[src/rtl/fetch_queue.sv]
// fetch_queue: decoupled RV32I instruction-fetch stage.
//
// A PC generator issues one-cycle synchronous instruction-memory requests.
// Returned words are pushed into a DEPTH-entry circular queue of {pc, instr}.
// The queue feeds ID through a valid/ready handshake. An EX redirect flushes
// the queue and restarts fetch at the target in the same cycle.
//
// Ports
//   clk          clock
//   rst          synchronous reset, active low
//   imem_req     fetch request this cycle
//   imem_addr    word-aligned fetch address
//   imem_rdata   instruction for the request issued in the previous cycle
//   redirect     EX branch taken / jump: flush and refetch
//   redirect_pc  redirect target (bits [1:0] ignored)
//   out_valid    head entry presented to ID
//   out_ready    ID accepts the head entry
//   out_pc       PC of head entry, 0 when empty
//   out_instr    head instruction, NOP when empty
//   count        current queue occupancy
module fetch_queue #(
  parameter int              XLEN     = 32,
  parameter int              DEPTH    = 4,
  parameter logic [XLEN-1:0] RESET_PC = '0,
  parameter logic [31:0]     NOP      = 32'h00000013
) (
  input  logic                       clk,
  input  logic                       rst,
  output logic                       imem_req,
  output logic [XLEN-1:0]            imem_addr,
  input  logic [31:0]                imem_rdata,
  input  logic                       redirect,
  input  logic [XLEN-1:0]            redirect_pc,
  output logic                       out_valid,
  input  logic                       out_ready,
  output logic [XLEN-1:0]            out_pc,
  output logic [31:0]                out_instr,
  output logic [$clog2(DEPTH+1)-1:0] count
);

  localparam int PW = $clog2(DEPTH);
  localparam int CW = $clog2(DEPTH+1);
  // one extra bit so count + pending cannot overflow before the compare
  localparam int OW = CW + 1;

  typedef struct packed {
    logic [XLEN-1:0] pc;
    logic [31:0]     instr;
  } entry_t;

  logic [XLEN-1:0] fetch_pc;
  logic            pending;
  logic [XLEN-1:0] pend_pc;
  logic [PW-1:0]   rd_ptr;
  logic [PW-1:0]   wr_ptr;
  logic [CW-1:0]   cnt;
  entry_t          mem [DEPTH];

  logic            head_vld;
  logic            pop;
  logic            wr_en;
  logic [XLEN-1:0] tgt;
  logic [OW-1:0]   occ;
  logic            unused_bits;

  assign unused_bits = ^redirect_pc[1:0];
  assign tgt         = {redirect_pc[XLEN-1:2], 2'b00};

  // Head is only meaningful out of reset; this also forces the empty-queue
  // values on the head outputs while rst is held low.
  assign head_vld  = rst && (cnt != '0);
  assign out_valid = head_vld && !redirect;
  assign pop       = out_valid && out_ready;

  // Data for last cycle's request; dropped on redirect (it is on the wrong
  // path) and gated by rst so a pre-reset request never lands.
  assign wr_en = rst && pending && !redirect;

  // Entries already held plus the one in flight, minus the one leaving now.
  // Issue only if the result still leaves room, so a write can never hit a
  // full queue. pop implies cnt >= 1, so this never underflows.
  assign occ = OW'(cnt) + OW'(pending) - OW'(pop);

  assign imem_req  = rst && (redirect || (occ < OW'(DEPTH)));
  assign imem_addr = redirect ? tgt : fetch_pc;

  assign out_pc    = head_vld ? mem[rd_ptr].pc    : '0;
  assign out_instr = head_vld ? mem[rd_ptr].instr : NOP;
  assign count     = rst ? cnt : '0;

  always_ff @(posedge clk) begin
    if (!rst) begin
      fetch_pc <= RESET_PC;
      pending  <= 1'b0;
      pend_pc  <= '0;
      rd_ptr   <= '0;
      wr_ptr   <= '0;
      cnt      <= '0;
    end else if (redirect) begin
      // Flush by catching the read pointer up to the write pointer; the
      // target request goes out this cycle, so it is already in flight.
      cnt      <= '0;
      rd_ptr   <= wr_ptr;
      pending  <= 1'b1;
      pend_pc  <= tgt;
      fetch_pc <= tgt + XLEN'(4);
    end else begin
      if (wr_en) wr_ptr <= wr_ptr + PW'(1);
      if (pop)   rd_ptr <= rd_ptr + PW'(1);
      cnt <= cnt + CW'(wr_en) - CW'(pop);
      if (imem_req) begin
        fetch_pc <= fetch_pc + XLEN'(4);
        pending  <= 1'b1;
        pend_pc  <= fetch_pc;
      end else begin
        pending  <= 1'b0;
      end
    end
  end

  // Storage needs no reset: entries are only read when cnt says they exist.
  always_ff @(posedge clk) begin
    if (wr_en) mem[wr_ptr] <= '{pc: pend_pc, instr: imem_rdata};
  end

endmodule

[config.mk]
export PLATFORM = sky130hd
export DESIGN_NAME = fetch_queue
export DESIGN_NICKNAME = d
export VERILOG_FILES = /design/src/rtl/fetch_queue.sv
export SDC_FILE = /design/constraint.sdc
export NUM_CORES = 1
export LEC_CHECK = 0
export CORE_AREA = 2 2 183 131
export DETAILED_ROUTE_END_ITERATION = 10
export DIE_AREA = 0 0 185 133
export PLACE_DENSITY = 0.84
export REMOVE_ABC_BUFFERS = 1
export SYNTH_ARGS = -nofsm -noshare
export SYNTH_HDL_FRONTEND = slang
export SYNTH_SLANG_ARGS = --single-unit
[constraint.sdc]
create_clock -name clk -period 5.35 [get_ports clk]
set_input_delay 0.8025 -clock clk [delete_from_list [all_inputs] [get_ports clk]]
set_output_delay 0.8025 -clock clk [all_outputs]
set_load 0.02 [all_outputs]
### After elaboration in Yosys (flattened, before gate mapping)

Memory sizes are Yosys's and may differ from the RTL's. A register that Yosys moved wholly into a read port is not among the register bits.
Index checks and enable logic that the tools add are counted.

| cells by class | value |
|---|---|
| div/mod/pow operators | 0 |
| multiply operators | 0 |
| reductions and logical operators | 13 |
| eq/ne operators | 0 |
| muxes and demuxes | 16 |
| bitwise gates (word level) | 2 |
| add/sub/neg operators | 8 |
| order comparisons | 1 |
| shift operators | 0 |

Operators with widths:

| cell | count |
|---|---|
| $mux 32 | 7 |
| $add 32x3->32 const B | 2 |
| $mux 2 | 4 |
| $logic_and 1x1->1 | 6 |
| $add 2x1->2 const B | 2 |
| $add 3x1->4 | 1 |
| $lt 4x3->1 const B | 1 |
| $mux 1 | 4 |
| $reduce_bool 2->1 | 2 |
| $sub 4x1->4 | 1 |
| $add 3x1->3 | 1 |
| $mux 3 | 1 |
| $reduce_bool 3->1 | 1 |
| $sub 3x1->3 | 1 |
| $not 1->1 | 2 |
| $reduce_and 2->1 | 1 |
| $reduce_or 2->1 | 1 |
| $logic_not 1->1 | 1 |
| $logic_or 1x1->1 | 1 |

| storage, ports and cells | value |
|---|---|
| register bits | 72 |
| memories kept | 1 |
| bits in latches | 0 |
| ROM bits | 0 |
| output and inout port bits | 101 |
| bits of input ports | 68 |
| memory bits (writable) | 256 |

Memory list:

| name | depth | width | read ports | clocked after memory_dff | wr ports | RTL line | RTL |
|---|---|---|---|---|---|---|---|
| mem | 4 | 64 | 1 | 1 | 1 | 57 | `entry_t mem [DEPTH];` |

### Depth between registers and ports, before layout

| logic depth | value |
|---|---|
| depth after elaboration | 10 |
| gate-level depth with buffers | 16 |

### Worst setup path before layout

OpenSTA, ideal clock, no wires.

| path | value |
|---|---|
| kind | input to output |
| from | in redirect |
| to | out imem_req |
| path buffers | 5 |
| setup slack | 1286 ps |
| stages on the path | 13 |
| arrival time | 3261 ps |
| path through | buf_6 buf_4 buf_2 buf_2 buf_1 nor2_1 ha_1 inv_1 ha_1 and3b_1 nor4_2 nor3_1 nor2_1 |

| between the ends | value |
|---|---|
| word-level cells in the longest chain between the ends | 7 |

Ends and longest elaborated chain:

| item | RTL line | RTL |
|---|---|---|
| start, declared | 32 | `input logic redirect,` |
| $logic_not 1->1 | 72 | `assign out_valid = head_vld && !redirect;` |
| $logic_and 1x1->1 | 72 |  |
| $logic_and 1x1->1 | 73 | `assign pop = out_valid && out_ready;` |
| $sub 4x1->4 | 82 | `assign occ = OW'(cnt) + OW'(pending) - OW'(pop);` |
| $lt 4x3->1 | 84 | `assign imem_req = rst && (redirect \|\| (occ < OW'(DEPTH)));` |
| $logic_or 1x1->1 * | 84 |  |
| $logic_and 1x1->1 * | 84 |  |
| end, declared | 29 | `output logic imem_req,` |

Every way passes the cells marked *; elsewhere a longest branch is shown, timed or not.

### Final worst setup path

| path | value |
|---|---|
| from | in rst |
| to | out imem_req |

| between the ends | value |
|---|---|
| word-level cells in the longest chain between the ends | 7 |

Ends and longest elaborated chain:

| item | RTL line | RTL |
|---|---|---|
| start, declared | 28 | `input logic rst,` |
| $logic_and 1x1->1 | 71 | `assign head_vld = rst && (cnt != '0);` |
| $logic_and 1x1->1 | 72 |  |
| $logic_and 1x1->1 | 73 |  |
| $sub 4x1->4 | 82 |  |
| $lt 4x3->1 | 84 |  |
| $logic_or 1x1->1 | 84 |  |
| $logic_and 1x1->1 * | 84 |  |

Marks and branches as above.

==> impl_metrics.toml <==
[sta]
rsz0062_at_grt = "false"
finalSetupViolCount = 0
setup_slack_ps = 632
fin_crit_ps = 4720
tightest_slew_ps = 1020
fin_crit_sh = 0.882
max_freq_ghz = 0.212
final_max_slew_viol_count = 0
finalHoldViolCount = 0
tns_ps = 0
relSlewSlack = 0.318
skew_ps = 16.8

[synth]
yosys_warnings = 0
synth_area_per_cell_sq_um = 15.4
yosys_register_bits = 318
syn_area_sq_mm = 0.0135
synthTopCellsByCount = "edfxtp_1, nor2_1, dfxtp_1, mux4_2, nor2b_1"
synth_top_area_frac = 0.553
ys_async_sr_fraction = 0
synth_most_common_cell = "edfxtp_1"
synthCells = 877
synth-edff-count = 248
synth.distinct_cells = 62
synth_seq_area_share = 0.657
synthFlopType = "edfxtp_1"
netlist_top_cells_area = "edfxtp_1, dfxtp_1, mux4_2"
synth_top_area_cell = "edfxtp_1"

[worst_hold_path]
hold_path_class = "reg2reg"
worstHoldStart = "fetch_pc[3]"

[global_route]
track_usage = 0.239
met1_usage = 0.364
overflow = 0
grt_max_degree = 76
grt_antenna_before_repair = 0
grt_pass1_vias = 7952
grt-busiest-layer = "met2"
grt_pass1_wl_mm = 45.0
grt_use_met3 = 0.0377
met2_usage = 0.376

[critical_path]
reg2regPathDepth = 13
r2r_setup_slack_ps = 1900
critical_path.top_delay_family = "simple AND/OR/NAND/NOR gates"
worst-path-stages = 13
critPathBufInv = 3
worstSetupEndpoint = "imem_req"
crit_fanout = 5
r2r-start = "cnt[1]"
cp_slowest_cell = "clkdlybuf4s50_1"
rr_endpoint = "fetch_pc[25]"
max_stage_delay_ps = 640
startpoint = "rst"
cp_data_arrival_time_ps = 3920
required_ps = 4550
path_class = "in2out"
path_cells = "clkdlybuf4s50_1 > and2_1 > nor3_2 > nand2b_1 > nor2_1 > ha_1 > inv_1 > ha_1 > and3b_1 > nor4_2 > nor3_2 > nor2_1 > clkdlybuf4s50_1"
end_kind = "output pin"
cp-start-kind = "input pin"

[clock_tree]
cts_hold_buf = 0
postCtsResizedCells = 0
cts_tree = "yes"
h-tree-depth = 1
cts_made_buffers = 30
clk_pin_slew_ps = 60
clock-root-buffer = "clkbuf_16"
cts.sinks = 318
clk_path_buf_depth = 3
post_cts_buffers = 0
clk-insertion-delay-late_ps = 550

[route]
ant_nets = 0
wl_mm = 28.9
vias = 7948
drt_iter0_markers = 610
wl_per_cell_um = 21.0
drc = 0
dr.pass1.iters = 4
vias_per_cell = 5.78

[power_and_ir_drop]
powerDensity_mw_per_mm2 = 330
ir_worst_vdd_v = 0.000228
p_leak_nw = 5.50
power_w = 0.00541

[placed_design]
placement.cell_area_sq_mm = 0.0154
io_buffers = 162
dp_hpwl_mm = 17.3
pre_cts_ws_ps = 629
gp_congestion = 0.815

[die]
coreArea_sq_mm = 0.0231
die_h_um = 133
initial_core_util = 0.585
dieArea_sq_mm = 0.0246
rows = 47
pin_count = 169
die_x_um = 185

[layout]
fin_nets = 1111
n_fill_cell = 1509
drive_above_1_share = 0.171
area_growth_syn_to_layout_pct = 21.6
finalInstanceArea_sq_mm = 0.0164

[run]
max-cap-violations = 0

[status]
status = "completed"
## kinds of logic after synthesis
logic type               synth area share
flip-flops                          0.657
adder cells (fa/ha/maj)            0.0108
buffers and inverters              0.0262
multiplexers                        0.126
XOR/XNOR                           0.0240
other                            0.000278
AND/OR/NAND/NOR                     0.111
AO/OA/AOI/OAI                      0.0452
## metal layers
metal / up-vias / part of all wire
met1: 4016 / 0.46
met3: 39 / 0.061
met2: 271 / 0.46
met5: - / 0
li1: 3622 / -
met4: 0 / 0.014
## registers in the layout, indices dropped and copies added, names as in the netlist, named ones only
register	flops
cnt	3
fetch_pc	30
mem	248
pend_pc	30
pending	1
rd_ptr	2
wr_ptr	2
## report_power, final
part,internal [W],switching [W],leakage (nW)
Clock,0.00127,0.000893,0.507
Combinational,0.000224,0.000217,2.15
Sequential,0.00273,0.0000703,2.84
Total,0.00423,0.00118,5.50
## stage by stage
| step | util | instances | hold WS [ps] |
|---|---|---|---|
| 2_1_floorplan | - | 827 | 443 |
| 3_3_place_gp | 0.666 | 1318 | 465 |
| 3_5_place_dp | 0.666 | 1318 | 465 |
| 4_1_cts | 0.711 | 1374 | 472 |
| 5_1_grt | 0.711 | 1374 | 506 |
| 6_report | 0.711 | 1375 | 476 |
## layout make-up
| class | count | area [sq um] | area share |
|---|---|---|---|
| Timing Repair Buffer | 173 | 1700 | 0.104 |
| Clock buffer | 39 | 856 | 0.0522 |
| Clock inverter | 17 | 169 | 0.0103 |
| Multi-Input combinational cell | 486 | 4320 | 0.263 |
| Inverter | 23 | 86.3 | 0.00527 |
| Tap cell | 318 | 398 | 0.0243 |
| Sequential cell | 318 | 8860 | 0.540 |
| Antenna cell | 1 | 2.50 | 0.000153 |
## cell usage in the layout (no fill, tap or decap), drive strengths merged, types with 25 or more instances in the layout
master,n
clkbuf,39
clkdlybuf4s50,161
mux4,62
nor2b,61
a211oi,32
nor2,74
nand2,36
edfxtp,248
nor3,31
dfxtp,70
xnor2,25
## worst register-to-register path: cells and delay by family, from the launching register on
kind / cells / cell delay, ps
AO/OA/AOI/OAI: 1 / 260
flip-flops: 1 / 410
buffers and inverters: 2 / 510
AND/OR/NAND/NOR: 8 / 1740
adder cells (fa/ha/maj): 2 / 410
## worst min path at each step
stage,cells after the start,endpoint,slack (ps)
after detailed placement,2,fetch_pc[3],460
final,2,fetch_pc[3],480
after global routing,2,fetch_pc[11],510
after floorplan,2,fetch_pc[3],440
after global placement,2,fetch_pc[3],470
after CTS,2,fetch_pc[3],470
(Power assumes the default switching activity.)
